==> src/rtl/dram_arb_pkg.sv <==
// Shared types and elaboration helpers for the round-robin RAM arbiter.
package dram_arb_pkg;

  // Transaction sequencer states.
  typedef enum logic [1:0] {
    IDLE  = 2'd0,
    ISSUE = 2'd1,
    WAIT  = 2'd2,
    ACK   = 2'd3
  } arb_state_e;

  // Ceiling log2, evaluated at elaboration time.
  function automatic int clog2_f(input int n);
    int r;
    r = 0;
    for (int i = 0; i < 31; i++) begin
      r = ((32'sd1 <<< i) < n) ? (i + 1) : r;
    end
    return r;
  endfunction

  // Priority pointer / grant index width, never narrower than one bit.
  function automatic int ptr_width(input int n);
    return (clog2_f(n) < 1) ? 1 : clog2_f(n);
  endfunction

endpackage

==> src/rtl/dram_rr_arbiter_rr_pick.sv <==
// Combinational rotating-priority encoder: first unmasked request at or after
// ptr, wrapping modulo N. Shared by the DRAM and IRAM arbiter instances.
module rr_pick
  import dram_arb_pkg::*;
#(
  parameter int N  = 3,
  parameter int PW = ptr_width(N)
) (
  input  logic [N-1:0]  req,
  input  logic [N-1:0]  mask,
  input  logic [PW-1:0] ptr,
  output logic          any,
  output logic [PW-1:0] idx
);

  logic [N-1:0] eff_s;
  int           pos_s;
  logic         hit_s;

  assign eff_s = req & ~mask;

  // Walk the N positions starting at ptr; the first live request wins.
  always_comb begin
    any   = 1'b0;
    idx   = {PW{1'b0}};
    pos_s = 0;
    hit_s = 1'b0;
    for (int k = 0; k < N; k++) begin
      pos_s = (int'(ptr) + k) % N;
      hit_s = eff_s[pos_s] & ~any;
      idx   = hit_s ? PW'(pos_s) : idx;
      any   = any | eff_s[pos_s];
    end
  end

endmodule

==> src/rtl/dram_rr_arbiter.sv <==
// Round-robin, transaction-level arbiter sharing one single-port synchronous
// RAM among N cores. One access per grant; read data and ack are registered.
module dram_rr_arbiter
  import dram_arb_pkg::*;
#(
  parameter int N      = 3,
  parameter int AW     = 8,
  parameter int DW     = 8,
  parameter int RD_LAT = 1
) (
  input  logic            clk,
  input  logic            rst,
  input  logic [N-1:0]    rden,
  input  logic [N-1:0]    wren,
  input  logic [N*AW-1:0] Address,
  input  logic [N*DW-1:0] Din,
  input  logic [DW-1:0]   RAMq,
  output logic [N-1:0]    acq,
  output logic [N-1:0]    ack,
  output logic [N*DW-1:0] Dq,
  output logic [AW-1:0]   RAMAddress,
  output logic [DW-1:0]   RAMDin,
  output logic            RAMwren,
  output logic            err
);

  localparam int PW = ptr_width(N);
  localparam int CW = clog2_f(RD_LAT) + 1;

  arb_state_e      state_q, state_d;
  logic [PW-1:0]   ptr_q, ptr_d;
  logic [PW-1:0]   g_q, g_d;
  logic            wr_q, wr_d;
  logic [CW-1:0]   cnt_q, cnt_d;
  logic [N-1:0]    acq_q, acq_d;
  logic [N-1:0]    ack_q, ack_d;
  logic [N*DW-1:0] dq_q, dq_d;
  logic [AW-1:0]   ram_addr_q, ram_addr_d;
  logic [DW-1:0]   ram_din_q, ram_din_d;
  logic            ram_wren_q, ram_wren_d;
  logic            err_q, err_d;

  logic [N-1:0]    req_s;
  logic [N-1:0]    mask_s;
  logic [PW-1:0]   next_ptr_s;
  logic [PW-1:0]   pick_ptr_s;
  logic            any_s;
  logic [PW-1:0]   pick_idx_s;
  logic [N-1:0]    pick_oh_s;
  logic [N-1:0]    cur_oh_s;
  logic            pick_wr_s;
  logic            pick_both_s;
  logic [AW-1:0]   pick_addr_s;
  logic [DW-1:0]   pick_din_s;

  assign req_s      = rden | wren;
  assign cur_oh_s   = N'(1'b1) << g_q;
  assign next_ptr_s = (g_q == PW'(N - 1)) ? {PW{1'b0}} : (g_q + PW'(1'b1));

  // While acknowledging, the finishing core is masked and the search starts
  // just after it, so the next winner can be issued without an IDLE bubble.
  assign pick_ptr_s = (state_q == ACK) ? next_ptr_s : ptr_q;
  assign mask_s     = (state_q == ACK) ? cur_oh_s : {N{1'b0}};

  rr_pick #(
    .N  (N),
    .PW (PW)
  ) u_pick (
    .req  (req_s),
    .mask (mask_s),
    .ptr  (pick_ptr_s),
    .any  (any_s),
    .idx  (pick_idx_s)
  );

  assign pick_oh_s   = N'(1'b1) << pick_idx_s;
  assign pick_wr_s   = wren[pick_idx_s];
  assign pick_both_s = rden[pick_idx_s] & wren[pick_idx_s];
  assign pick_addr_s = Address[pick_idx_s*AW +: AW];
  assign pick_din_s  = Din[pick_idx_s*DW +: DW];

  // Next-state and next-output computation for the transaction sequencer.
  always_comb begin
    state_d    = state_q;
    ptr_d      = ptr_q;
    g_d        = g_q;
    wr_d       = wr_q;
    cnt_d      = cnt_q;
    acq_d      = acq_q;
    ack_d      = {N{1'b0}};
    dq_d       = dq_q;
    ram_addr_d = ram_addr_q;
    ram_din_d  = ram_din_q;
    ram_wren_d = ram_wren_q;
    err_d      = err_q;
    case (state_q)
      IDLE: begin
        if (any_s) begin
          // Write wins when both strobes are up; that case is also flagged.
          state_d    = ISSUE;
          g_d        = pick_idx_s;
          wr_d       = pick_wr_s;
          acq_d      = pick_oh_s;
          ram_addr_d = pick_addr_s;
          ram_din_d  = pick_wr_s ? pick_din_s : {DW{1'b0}};
          ram_wren_d = pick_wr_s;
          err_d      = err_q | pick_both_s;
        end else begin
          acq_d      = {N{1'b0}};
          ram_addr_d = {AW{1'b0}};
          ram_din_d  = {DW{1'b0}};
          ram_wren_d = 1'b0;
        end
      end
      ISSUE: begin
        ram_wren_d = 1'b0;
        if (wr_q) begin
          state_d = ACK;
          ack_d   = cur_oh_s;
        end else begin
          state_d = WAIT;
          cnt_d   = CW'(RD_LAT - 1);
        end
      end
      WAIT: begin
        if (cnt_q == {CW{1'b0}}) begin
          dq_d[g_q*DW +: DW] = RAMq;
          state_d            = ACK;
          ack_d              = cur_oh_s;
        end else begin
          cnt_d = cnt_q - CW'(1'b1);
        end
      end
      ACK: begin
        ptr_d = next_ptr_s;
        if (any_s) begin
          state_d    = ISSUE;
          g_d        = pick_idx_s;
          wr_d       = pick_wr_s;
          acq_d      = pick_oh_s;
          ram_addr_d = pick_addr_s;
          ram_din_d  = pick_wr_s ? pick_din_s : {DW{1'b0}};
          ram_wren_d = pick_wr_s;
          err_d      = err_q | pick_both_s;
        end else begin
          state_d    = IDLE;
          acq_d      = {N{1'b0}};
          ram_addr_d = {AW{1'b0}};
          ram_din_d  = {DW{1'b0}};
          ram_wren_d = 1'b0;
        end
      end
      default: begin
        state_d    = IDLE;
        acq_d      = {N{1'b0}};
        ram_addr_d = {AW{1'b0}};
        ram_din_d  = {DW{1'b0}};
        ram_wren_d = 1'b0;
      end
    endcase
  end

  // State and registered outputs; reset aborts any in-flight access at once.
  always_ff @(posedge clk or posedge rst) begin
    if (rst) begin
      state_q    <= IDLE;
      ptr_q      <= {PW{1'b0}};
      g_q        <= {PW{1'b0}};
      wr_q       <= 1'b0;
      cnt_q      <= {CW{1'b0}};
      acq_q      <= {N{1'b0}};
      ack_q      <= {N{1'b0}};
      dq_q       <= {(N*DW){1'b0}};
      ram_addr_q <= {AW{1'b0}};
      ram_din_q  <= {DW{1'b0}};
      ram_wren_q <= 1'b0;
      err_q      <= 1'b0;
    end else begin
      state_q    <= state_d;
      ptr_q      <= ptr_d;
      g_q        <= g_d;
      wr_q       <= wr_d;
      cnt_q      <= cnt_d;
      acq_q      <= acq_d;
      ack_q      <= ack_d;
      dq_q       <= dq_d;
      ram_addr_q <= ram_addr_d;
      ram_din_q  <= ram_din_d;
      ram_wren_q <= ram_wren_d;
      err_q      <= err_d;
    end
  end

  assign acq        = acq_q;
  assign ack        = ack_q;
  assign Dq         = dq_q;
  assign RAMAddress = ram_addr_q;
  assign RAMDin     = ram_din_q;
  assign RAMwren    = ram_wren_q;
  assign err        = err_q;

endmodule
==> config.mk <==
export PLATFORM = sky130hd
export DESIGN_NAME = dram_rr_arbiter
export DESIGN_NICKNAME = d
export VERILOG_FILES = /design/src/rtl/dram_arb_pkg.sv /design/src/rtl/dram_rr_arbiter_rr_pick.sv /design/src/rtl/dram_rr_arbiter.sv
export SDC_FILE = /design/constraint.sdc
export NUM_CORES = 1
export LEC_CHECK = 0
export BUFFER_PORTS_ARGS = -buffer_cell sky130_fd_sc_hd__buf_2
export CORE_ASPECT_RATIO = 0.8
export CORE_UTILIZATION = 42
export DETAILED_ROUTE_END_ITERATION = 8
export PLACE_DENSITY = 0.68
export SYNTH_ARGS = -nofsm -noshare
export SYNTH_HDL_FRONTEND = slang
export SYNTH_SLANG_ARGS = --single-unit
export TNS_END_PERCENT = 50
==> constraint.sdc <==
create_clock -name clk -period 3.3 [get_ports clk]
set_input_delay 0.165 -clock clk [delete_from_list [all_inputs] [get_ports clk]]
set_output_delay 0.165 -clock clk [all_outputs]
set_load 0.005 [all_outputs]
; ---- Word-level counts from Yosys, hierarchy flattened
; Cells that the tools add are included.
; Widths: inputs -> output; s select.
[op_classes]
n_lt_le_gt_ge = 4
eq_ne = 7
n_addsub = 5
n_reduce_logical = 8
div = 3
muxes = 37
bitwise_logic = 12
shift = 6
[ops]
columns = cell, n
row1 = $lt 32x4->1 const B, 3
row2 = $mod 32x3->32 const B, 2
row3 = $shiftx 24x6->8, 2
row4 = $neg 5->34, 1
row5 = $shift 8x34->24 const A, 1
row6 = $shiftx 8x34->24, 1
row7 = $mod 3x3->32 const B, 1
row8 = $bwmux 24, 1
row9 = $mux 8, 3
row10 = $mux 2, 7
row11 = $mux 1, 13
row12 = $mux 3, 4
row13 = $bmux 1 s2, 5
row14 = $pmux 2 s4, 1
row15 = $reduce_and 2->1, 4
row16 = $eq 2x2->1 const B, 3
row17 = $ne 2x2->1 const B, 3
row18 = $pmux 3 s2, 1
row19 = $shl 1x2->3 const A, 2
row20 = $pmux 1 s2, 2
row21 = $reduce_bool 2->1, 2
row22 = $add 2x1->3 const B, 1
row23 = $add 2x2->3 const B, 1
row24 = $and 1x1->1, 3
row25 = 11 further kinds, 15
[word_totals]
reg_bits = 56
input_bits = 64

; ---- Longest topological paths before layout
; Gate-level depths: netlist of run 1.
[depth]
depth_word = 16
ltp_mapped = 15
mapped_depth_nobuf = 12

; ---- By module
; A second synthesis of run 1 with hierarchy kept.
[hier_totals]
hier_cells = 268
hier_area_um2 = 2882.8
[modules_own_cells]
columns = module, area_per_inst_um2, n_inst, cells_each
row1 = dram_rr_arbiter, 2651.3, 1, 235
row2 = rr_pick, 231.5, 1, 33

; ---- Worst setup path after synthesis of run 1
; No wires, ideal clock.
[synth_timing]
path_type = register to register
from = register state_q[1]
to = register ram_din_q[1] (netlist: RAMDin[1])
path_slack_ns = 0.070
synth_period_minus_slack_ns = 3.230
t_arrival_ns = 3.157
stages_incl_launch_ff = 14
cell_sequence = dfrtp_1 > ha_1 > buf_2 > nor2b_1 > a21oi_1 > ha_1 > clkbuf_1 > nor2_1 > o41ai_4 > or4b_4 > a31oi_4 > buf_6 > a22o_1 > a2bb2oi_2
[synth_via]
elab_chain_cells = 15
[synth_rtl]
columns = element, line_no
row1 = "start, declared", dram_rr_arbiter.sv:30  ; arb_state_e state_q, state_d;
row2 = "start signal, assigned", dram_rr_arbiter.sv:179  ; state_q <= state_d;
row3 = "parallel branches: the longest is 15 deep, another holds $mod 32x3->32", n/a
row4 = "end signal, assigned", dram_rr_arbiter.sv:175  ; ram_din_q <= {DW{1'b0}};
row5 = "end signal, assigned", dram_rr_arbiter.sv:188  ; ram_din_q <= ram_din_d;
row6 = "end, declared", dram_rr_arbiter.sv:39  ; logic [DW-1:0] ram_din_q, ram_din_d;
; Parallel ways; which one is timed is not known. The select of a mux whose other input is x is not followed.
; A chain may end at the register's enable or synchronous reset.

; ---- Final worst setup path of run 1
[layout_timing]
from = register g_q[0]
to = register ram_din_q[4] (netlist: RAMDin[4])
[layout_via]
elab_chain_cells = 16
[layout_rtl]
columns = element, line_no
row1 = "start, declared", dram_rr_arbiter.sv:32  ; logic [PW-1:0] g_q, g_d;
row2 = "start signal, assigned", dram_rr_arbiter.sv:168  ; g_q <= {PW{1'b0}};
row3 = "start signal, assigned", dram_rr_arbiter.sv:181  ; g_q <= g_d;
row4 = "parallel branches: the longest is 15 deep, another holds $mod 32x3->32", n/a
row5 = $mux 8 *, "dram_rr_arbiter.sv:98, dram_rr_arbiter.sv:136"
; Every way passes the cells marked *. The select of a mux whose other input is x is not followed.

==> summary.txt, run 1 <==
Status
  • Status: complete, no violations

Setup path
  • Req. time, crit path: 3550 ps
  • End of the critical path: RAMDin[4]
  • Crit path DAT: 3420 ps
  • Endpoint class of the critical path: register
  • Critical R2R Capture: RAMDin[4]
  • Worst Setup SP: g_q[0]
  • R2R Setup Slk: 130 ps
  • RR Startpoint: g_q[0]
  • CP Launch Type: register
  • R2r worst-path depth: 12
  • Critical path peak fanout: 10
  • Setup CP Type: register to register

Route
  • DRC: 0
  • Vias post-DR: 3009
  • Final wirelength: 8840 um
  • ANT nets after route: 0
  • First-pass DRT Iterations: 4
  • Wire per inst: 16.9 um
  • Routed vias/inst: 5.75
  • Drt initial violations: 181

Floorplan
  • Core area: 0.00706 mm^2
  • Initial Util: 44.7%
  • Die width: 98.9 um
  • I/O pin total: 112
  • Die Footprint: 0.00786 mm^2
  • Rows: 27
  • Die height: 79.5 um

Placement
  • Final Wtd Congestion: 0.900
  • Hpwl dp: 6540 um
  • Port Buffers: 111

Global route
  • GR Overflow Total: 0
  • Largest net degree at the start of global routing: 35
  • Antenna violations before repair: 0
  • First-pass GRT wire length: 14400 um
  • Total track usage: 22.9%
  • Vias in the first global route: 2920

Clocking
  • TritonCTS Sinks: 55
  • CTS Buffer Depth: 2
  • CTS clk-pin slew, worst paths: 110 ps
  • Clk_lat worst skew: 320 ps
  • H-tree depth: 2
  • Root Driver: clkbuf_8
  • TritonCTS clock tree: built
  • Num CTS Buffers: 5

Pwr
  • Worst IR Drop VDD: 0.890 mV
  • Power per cell area: 1410 mW/mm^2
  • Pleak: 0.00207 uW

Timing
  • FMAX: 0.316 GHz
  • Worst-Margin Slew: 1000 ps
  • Clock Skew: 7.43 ps
  • Max-slew violations: 0
  • RSZ-0062 raised after global routing: yes
  • Final Hold Fails: 0
  • Relative slew margins: 32.8%
  • # setup viols final: 0
  • Min cycle time layout: 3170 ps
  • Final period util: 96.0%
  • Hold slack: 84.9 ps

Final layout
  • Utilization after layout: 57.8%
  • Most common cell after layout, fill and taps aside: buf_2
  • Synth-to-Final Area Change: 29.4%
  • Final nets: 514
  • Most frequent cells in the layout: buf_2, dfrtp_1, a22o_1, buf_4, nand2_1
  • Filler Cell Count: 613
  • N_diodes: 0
  • Share of layout cells above drive strength 1: 38.1%

Synth
  • Share of the yosys chip area belonging to registers: 43.6%
  • Ys async rst share: 100%
  • Avg Cell Area, Syn: 10.3 um^2
  • Register bit total from synthesis: 55
  • Syn Inst Count: 306
  • Post-synth EDFFs: 0
  • Synth cell types: 51
  • Mapped cell area: 0.00315 mm^2
  • Main flop type after synthesis: dfrtp_1
  • Synth warn: 0
  • Post-synth net total: 385

Worst hold path
  • Worst min-delay path class: input port to register

Run
  • Max-Cap Viols: 0
-- how the worst min path moves through the flow --
stage	to	slack [ps]	cells after the start	start
2_1_floorplan	Dq[0]	300	1	RAMq[0]
3_3_place_gp	Dq[13]	310	2	rst
3_5_place_dp	Dq[13]	310	2	rst
4_1_cts	Dq[8]	90	2	RAMq[0]
5_1_grt	Dq[16]	90	2	RAMq[0]
6_report	RAMAddress[6]	80	3	Address[22]
-- through the flow --
stage	worst slack, ps	instance area, um^2	setup TNS, ps	std cells	total power [uW]
final	134	4080	0	523	5780
after global routing	-4.89	4080	-4.89	523	6230
after CTS	18.2	4040	0	522	5640
after detailed placement	-52.2	3930	-108	512	5190
after global placement	80.1	3930	0	512	5110
after floorplan	69.8	3150	0	306	3950
-- area by class of cell --
type	count	area [um^2]	area share, %
clock buffer	5	68.8	1.69
inverter	9	33.8	0.827
timing repair buffer	139	772	18.9
tap	87	109	2.67
clock inverter	3	27.5	0.674
multi-input combinational	225	1700	41.5
sequential	55	1380	33.7
-- critical path, stage by stage, from the launching register on --
cell       delay [ps]
dfrtp_1           430
buf_4             160
ha_1              210
nand2_1            80
nand2_1            80
ha_2              420
nor2_2            100
o41ai_4           380
or4b_4            540
a31oi_4           190
buf_4             210
a22o_1            150
a2bb2oi_1         140
-- what timing repair did --
item,CTS,global route
hold endpoints to repair,33,0
setup endpoints to repair,11,21
resized for setup,1,9
hold buffers,1,0
buffers inserted,1,1
cloned,0,0
pin swaps,1,0
-- synth_stat cells (3+ instances only) --
master	instances	area (um^2)
clkbuf_1	10	37.5
nor4_1	3	18.8
inv_1	9	33.8
buf_2	5	25.0
ha_1	15	188
a2bb2oi_1	8	70.1
a22oi_1	8	60.1
a21oi_1	13	65.1
nor2_1	6	22.5
dfrtp_1	55	1380
and2_1	9	56.3
a22o_1	33	289
o21ai_0	18	90.1
nand3_1	20	100
nor3_1	6	30.0
mux2i_1	11	110
o2bb2ai_1	3	26.3
o211ai_1	8	60.1
nand2_1	24	90.1
nand2b_1	3	18.8
-- power by group --
group	internal, uW	switching, uW	leakage [uW]
clock	157	247	0.0000463
combinational	1930	2380	0.00130
sequential	929	132	0.000724
-- sequential cells by signal, indices dropped and copies added, names as in the netlist --
register	cells
Dq	24
RAMAddress	8
RAMDin	8
RAMwren	1
ack	3
acq	3
err	1
g_q	2
ptr_q	2
state_q	2
wr_q	1
-- logic make-up (layout without fill, tap and decap cells) --
kind of cell	Yosys count	in the layout	synth area share (%)
simple gates	81	81	13.5
buf+inv	26	156	3.65
fa+ha+maj	15	15	5.95
mux	12	12	3.85
flops	55	55	43.6
compound gates	117	117	29.4
-- layer usage --
metal	share of wire, %	routed length, um	GRT usage (%)
met1	49	4290	34.2
met4	1.1	99	6.12
met5	0	0	0
met2	43	3800	33.7
met3	7.4	655	4.38
Power figures use the tool's default switching activity.
==> run 2: changes to the inputs <==
CAP_MARGIN = 20   (was not set)
PLACE_DENSITY = not set   (was 0.68)
PLACE_DENSITY_LB_ADDON = 0.2   (was not set)
SKIP_CTS_REPAIR_TIMING = 1   (was not set)
==> summary.txt, run 2 (synthesis gave the netlist of run 1 again) <==
Setup path
  • Cell Chain, Critical Path: ha_4 > nand2b_1 > nand2_1 > ha_2 > nor2_1 > o41ai_4 > or4b_4 > a31oi_4 > buf_12 > a22o_1 > a2bb2oi_1 (was buf_4 > ha_1 > nand2_1 > nand2_1 > ha_2 > nor2_2 > o41ai_4 > or4b_4 > a31oi_4 > buf_4 > a22o_1 > a2bb2oi_1)
  • Req. time, crit path: 3540 ps (was 3550 ps)
  • Slowest CP cell: or4b_4 (unchanged)
  • Largest delay share family, worst path: compound AO/OA/AOI/OAI gates (unchanged)
  • Setup CP Type: register to register (unchanged)
  • Critical path peak fanout: 26 (was 10)
  • CP Launch Type: register (unchanged)
  • Crit path buf inv count: 1 (was 2)
  • CP peak stage delay: 530 ps (was 540 ps)
  • Crit path DAT: 3390 ps (was 3420 ps)
  • RR Startpoint: state_q[0] (was g_q[0])
  • Endpoint class of the critical path: register (unchanged)
  • Worst Setup SP: state_q[0] (was g_q[0])

Floorplan
  • Die height: 79.5 um (unchanged)
  • Core area: 0.00706 mm^2 (unchanged)
  • I/O pin total: 112 (unchanged)
  • Die width: 98.9 um (unchanged)
  • Die Footprint: 0.00786 mm^2 (unchanged)
  • Initial Util: 44.7% (unchanged)
  • Rows: 27 (unchanged)

Final layout
  • Share of layout cells above drive strength 1: 38.5% (was 38.1%)
  • Final nets: 512 (was 514)
  • Most frequent cells in the layout: buf_2, dfrtp_1, a22o_1, nand2_1, buf_4 (was buf_2, dfrtp_1, a22o_1, buf_4, nand2_1)
  • Number of flip-flops in the largest register: 24 (unchanged)
  • Most common cell after layout, fill and taps aside: buf_2 (unchanged)
  • Synth-to-Final Area Change: 30.7% (was 29.4%)
  • Area occupied by multi-input gates: 0.00171 mm^2 (was 0.00170 mm^2)
  • Finished Layout Cells: 521 (was 523)
  • N_diodes: 0 (unchanged)
  • FF+latch area: 0.00138 mm^2 (about the same)
  • Filler Cell Count: 626 (was 613)

Global route
  • Total track usage: 22.7% (was 22.9%)
  • Antenna violations before repair: 0 (unchanged)
  • Largest net degree at the start of global routing: 31 (was 35)
  • Grt peak-use layer: met2 (was met1)
  • First-pass GRT wire length: 13900 um (was 14400 um)
  • Grt met3 use: 3.33% (was 4.38%)
  • GR Overflow Total: 0 (unchanged)
  • GRT met2 Usage: 34.5% (was 33.7%)
  • Vias in the first global route: 2764 (was 2920)
  • Met1 Usage GRT: 33.6% (was 34.2%)

Timing
  • Max-slew violations: 0 (unchanged)
  • RSZ-0062 raised after global routing: no (was yes)
  • Relative slew margins: 30.1% (was 32.8%)
  • FMAX: 0.318 GHz (was 0.316 GHz)
  • Worst-Margin Slew: 1040 ps (was 1000 ps)
  • Final Hold Fails: 0 (unchanged)
  • # setup viols final: 0 (unchanged)
  • Min cycle time layout: 3150 ps (was 3170 ps)
  • Final period util: 95.4% (was 96.0%)
  • Clock Skew: 16.3 ps (was 7.43 ps)

Clocking
  • H-tree depth: 2 (unchanged)
  • TritonCTS clock tree: built (unchanged)
  • Clk_lat worst skew: 320 ps (about the same)
  • CTS clk-pin slew, worst paths: 110 ps (about the same)
  • Root Driver: clkbuf_8 (unchanged)
  • Num CTS Buffers: 5 (unchanged)
  • TritonCTS Sinks: 55 (unchanged)
  • CTS Buffer Depth: 2 (unchanged)

Route
  • DRC: 0 (unchanged)
  • Vias post-DR: 3003 (was 3009)
  • Routed vias/inst: 5.76 (was 5.75)
  • Drt initial violations: 178 (was 181)
  • Wire per inst: 17.2 um (was 16.9 um)
  • First-pass DRT Iterations: 4 (unchanged)
  • Final wirelength: 8970 um (was 8840 um)
  • ANT nets after route: 0 (unchanged)

Worst hold path
  • Worst min-delay path class: input port to register (unchanged)
  • Hold Crit Start: Address[22] (unchanged)

Placement
  • Port Buffers: 111 (unchanged)
  • Dpl cells: 511 (was 512)
  • Final Wtd Congestion: 0.893 (was 0.900)
  • Hpwl dp: 6700 um (was 6540 um)

Status
  • Status: complete, no violations (unchanged)

Pwr
  • Pleak: 0.00208 uW (was 0.00207 uW)
  • Power per cell area: 1450 mW/mm^2 (was 1410 mW/mm^2)
  • Tot Pwr: 5980 uW (was 5780 uW)
  • Worst IR Drop VDD: 0.979 mV (was 0.890 mV)

Run
  • Max-Cap Viols: 0 (unchanged)
run 2: worst register-to-register path, cell delays in order (launching register included):
cell	delay [ps]
dfrtp_1	480
ha_4	230
nand2b_1	130
nand2_1	80
ha_2	410
nor2_1	110
o41ai_4	430
or4b_4	530
a31oi_4	190
buf_12	190
a22o_1	140
a2bb2oi_1	160
run 2: worst paths after layout:
check | to | slack (ps) | depth (start not counted)
min in group asynchronous | RAMwren | 460 | 3
max reg2reg | RAMDin[5] | 150 | 11
min | RAMAddress[6] | 100 | 3
max | RAMDin[5] | 150 | 11
max in group asynchronous | g_q[0] | 2040 | 4
min reg2reg | err | 480 | 1
run 2: power by group:
part	switching, uW	internal (uW)
Clock	232	230
Sequential	134	931
Combinational	2430	2020
run 2: final cells by class:
class	count	share of cell area [%]
Inverter	9	0.820
Clock inverter	2	0.941
Multi-Input combinational cell	225	41.5
Sequential cell	55	33.4
Timing Repair Buffer	137	18.9
Tap cell	87	2.64
Clock buffer	6	1.76
run 2: metal layers:
| layer | wire length, um | vias to the layer above |
|---|---|---|
| met5 | 0 | - |
| met4 | 56 | 0 |
| met3 | 523 | 4 |
| met2 | 4080 | 109 |
| met1 | 4310 | 1463 |
| li1 | - | 1427 |
run 2: stage by stage:
step / worst slack (ps) / TNS [ps] / util (%) / instance area [um^2] / hold WS, ps
detailed placement: -66.1 / -279 / 55.8 / 3940 / 274
finish: 152 / 0 / 58.4 / 4120 / 95.7
CTS: -108 / -739 / 57.4 / 4050 / -76.9
global placement: -27.2 / -27.2 / 55.8 / 3940 / 271
global route: 20.3 / 0 / 58.4 / 4120 / 93.8
floorplan: 69.8 / 0 / - / 3150 / 298
==> run 3: changes to the inputs <==
ABC_AREA = 1   (was not set)
RECOVER_POWER = 25   (was not set)
==> summary.txt, run 3 <==
Floorplan
  • Rows: 27 (unchanged)
  • I/O pin total: 112 (unchanged)
  • Die width: 98.8 um (was 98.9 um)
  • Die height: 79.5 um (about the same)
  • Die Footprint: 0.00785 mm^2 (was 0.00786 mm^2)
  • Initial Util: 44.6% (was 44.7%)
  • Core area: 0.00706 mm^2 (unchanged)

Timing
  • Worst-Margin Slew: 1330 ps (was 1040 ps)
  • RSZ-0062 raised after global routing: no (unchanged)
  • # setup viols final: 0 (unchanged)
  • Setup TNS Final: 0 ps (unchanged)
  • Min cycle time layout: 2970 ps (was 3150 ps)
  • Final period util: 90.1% (was 95.4%)
  • Clock Skew: 14.4 ps (was 16.3 ps)
  • Relative slew margins: 11.0% (was 30.1%)
  • Hold slack: 50.4 ps (was 95.7 ps)
  • Max-slew violations: 0 (unchanged)
  • FMAX: 0.336 GHz (was 0.318 GHz)
  • Final Hold Fails: 0 (unchanged)

Clocking
  • TritonCTS clock tree: built (unchanged)
  • Num CTS Buffers: 5 (unchanged)
  • CTS Buffer Depth: 2 (unchanged)
  • TritonCTS Sinks: 55 (unchanged)
  • Clk_lat worst skew: 320 ps (about the same)
  • Root Driver: clkbuf_8 (unchanged)
  • H-tree depth: 2 (unchanged)
  • CTS clk-pin slew, worst paths: 110 ps (about the same)

Route
  • Final wirelength: 7700 um (was 8970 um)
  • DRC: 0 (unchanged)
  • First-pass DRT Iterations: 4 (unchanged)
  • ANT nets after route: 0 (unchanged)
  • Routed vias/inst: 4.76 (was 5.76)
  • Wire per inst: 12.4 um (was 17.2 um)
  • Drt initial violations: 131 (was 178)
  • Vias post-DR: 2960 (was 3003)

Placement
  • Hpwl dp: 5970 um (was 6700 um)
  • Final Wtd Congestion: 0.903 (was 0.893)
  • Port Buffers: 111 (unchanged)

Final layout
  • Final nets: 613 (was 512)
  • N_diodes: 0 (unchanged)
  • Number of flip-flops in the largest register: 24 (unchanged)
  • Share of layout cells above drive strength 1: 27.3% (was 38.5%)
  • Most common cell after layout, fill and taps aside: nand2_1 (was buf_2)
  • Most frequent cells in the layout: nand2_1, buf_2, dfrtp_1, inv_1, nand3_1 (was buf_2, dfrtp_1, a22o_1, nand2_1, buf_4)
  • Synth-to-Final Area Change: 23.6% (was 30.7%)

Synth
  • Ys async rst share: 100% (unchanged)
  • Post-synth top cells: nand2_1, dfrtp_1, inv_1, nand3_1, o21ai_0 (was dfrtp_1, a22o_1, nand2_1, nand3_1, o21ai_0)
  • Share of the yosys chip area belonging to registers: 43.7% (was 43.6%)
  • Avg Cell Area, Syn: 7.52 um^2 (was 10.3 um^2)
  • Mapped cell area: 0.00315 mm^2 (about the same)
  • Synth warn: 0 (unchanged)
  • Dominant cell type by area after synthesis: dfrtp_1 (unchanged)
  • Syn Inst Count: 419 (was 306)
  • Top-count cell post-synth: nand2_1 (was dfrtp_1)
  • Post-synth EDFFs: 0 (unchanged)
  • Post-synth net total: 498 (was 385)
  • Yosys top cell area share: 43.7% (was 43.6%)
  • Synth cell types: 27 (was 51)
  • Register bit total from synthesis: 55 (unchanged)
  • Top post-synthesis cells by area: dfrtp_1, nand2_1, nand3_1 (was dfrtp_1, a22o_1, ha_1)
  • Main flop type after synthesis: dfrtp_1 (unchanged)

Pwr
  • Power per cell area: 1240 mW/mm^2 (was 1450 mW/mm^2)
  • Pleak: 0.00234 uW (was 0.00208 uW)
  • Worst IR Drop VDD: 0.520 mV (was 0.979 mV)

Setup path
  • CP Launch Type: register (unchanged)
  • RR Startpoint: g_q[0] (was state_q[0])
  • Crit path DAT: 3230 ps (was 3390 ps)
  • Setup CP Type: register to register (unchanged)
  • Critical path peak fanout: 11 (was 26)
  • R2R Setup Slk: 330 ps (was 150 ps)
  • Endpoint class of the critical path: register (unchanged)
  • Critical R2R Capture: RAMAddress[7] (was RAMDin[5])
  • R2r worst-path depth: 18 (was 11)
  • Req. time, crit path: 3560 ps (was 3540 ps)

Global route
  • Antenna violations before repair: 0 (unchanged)
  • Vias in the first global route: 2723 (was 2764)
  • Total track usage: 20.1% (was 22.7%)
  • GR Overflow Total: 0 (unchanged)
  • Largest net degree at the start of global routing: 36 (was 31)
  • First-pass GRT wire length: 12500 um (was 13900 um)

Run
  • Max-Cap Viols: 0 (unchanged)

Worst hold path
  • Min-Delay Endpoint: RAMAddress[3] (was RAMAddress[6])
  • Hold Crit Start: Address[19] (was Address[22])
  • Min-Delay Path Depth: 3 (unchanged)
  • Worst min-delay path class: input port to register (unchanged)

Status
  • Status: complete, no violations (unchanged)
-- run 3: changes by cell type after synthesis, sizes merged, moves of 6 or more --
cell	before	now
mux2i	11	0
a22o	33	1
inv	9	56
a21oi	13	3
nand4	0	6
clkbuf	10	2
a2bb2oi	10	0
a22oi	8	0
nand3	20	51
and2	9	0
nand2	24	180
-- run 3: how the worst max path moves through the flow --
stage	startpoint	end	slack, ps
global route	g_q[0]	RAMDin[1]	7
detailed placement	g_q[0]	RAMDin[5]	270
finish	g_q[0]	RAMAddress[7]	330
CTS	g_q[0]	RAMDin[5]	230
global placement	g_q[0]	RAMDin[0]	310
floorplan	g_q[0]	RAMAddress[0]	790
-- run 3: cell type report --
cell class	count	area (um^2)
tap	87	109
timing repair buffer	117	601
multi-input combinational	298	1490
sequential	55	1380
clock buffer	5	68.8
clock inverter	3	28.8
fill	694	3170
inverter	57	219
-- run 3: through the flow --
stage / power [uW] / cells / setup WS, ps / cell area (um^2) / utilization (%)
3_3_place_gp: 4360 / 614 / 312 / 3790 / 53.7
6_report: 4840 / 622 / 327 / 3890 / 55.2
3_5_place_dp: 4430 / 614 / 270 / 3790 / 53.7
2_1_floorplan: 3620 / 419 / 790 / 3150 / -
5_1_grt: 5340 / 622 / 7.47 / 3890 / 55.2
4_1_cts: 4830 / 622 / 232 / 3890 / 55.1
-- run 3: cells by family after synthesis --
family,share of synthesized area (%)
buf+inv,9.17
simple gates,34.9
fa+ha+maj,5.96
compound gates,6.31
flops,43.7
-- run 3: metal layers --
layer | vias up | global-route usage [%] | part of all wire [%]
met2 | 101 | 31.8 | 43
met1 | 1310 | 28.1 | 50
met4 | 0 | 5.97 | 0.61
li1 | 1545 | - | -
met5 | - | 0 | 0
met3 | 4 | 3.85 | 5.6
-- run 3: report_power, final --
part | internal, uW | leakage, uW | switching, uW
registers | 966 | 0.000706 | 153
logic | 1170 | 0.00158 | 2160
clock network | 158 | 0.0000502 | 237
total | 2290 | 0.00234 | 2550
-- run 3: critical path, stage by stage, from the launching register on --
cell and delay (ps):
dfrtp_1 450, inv_1 190, ha_1 270, nand2_1 120, nand2_4 120, inv_1 50
ha_1 370, inv_1 80, nand2_1 90, nand3_1 100, nand2_2 110, nand2_1 70
nand2_1 70, nand2_1 60, nand2_2 120, inv_2 140, nor3_4 330, nand2_1 110
nand3_1 100
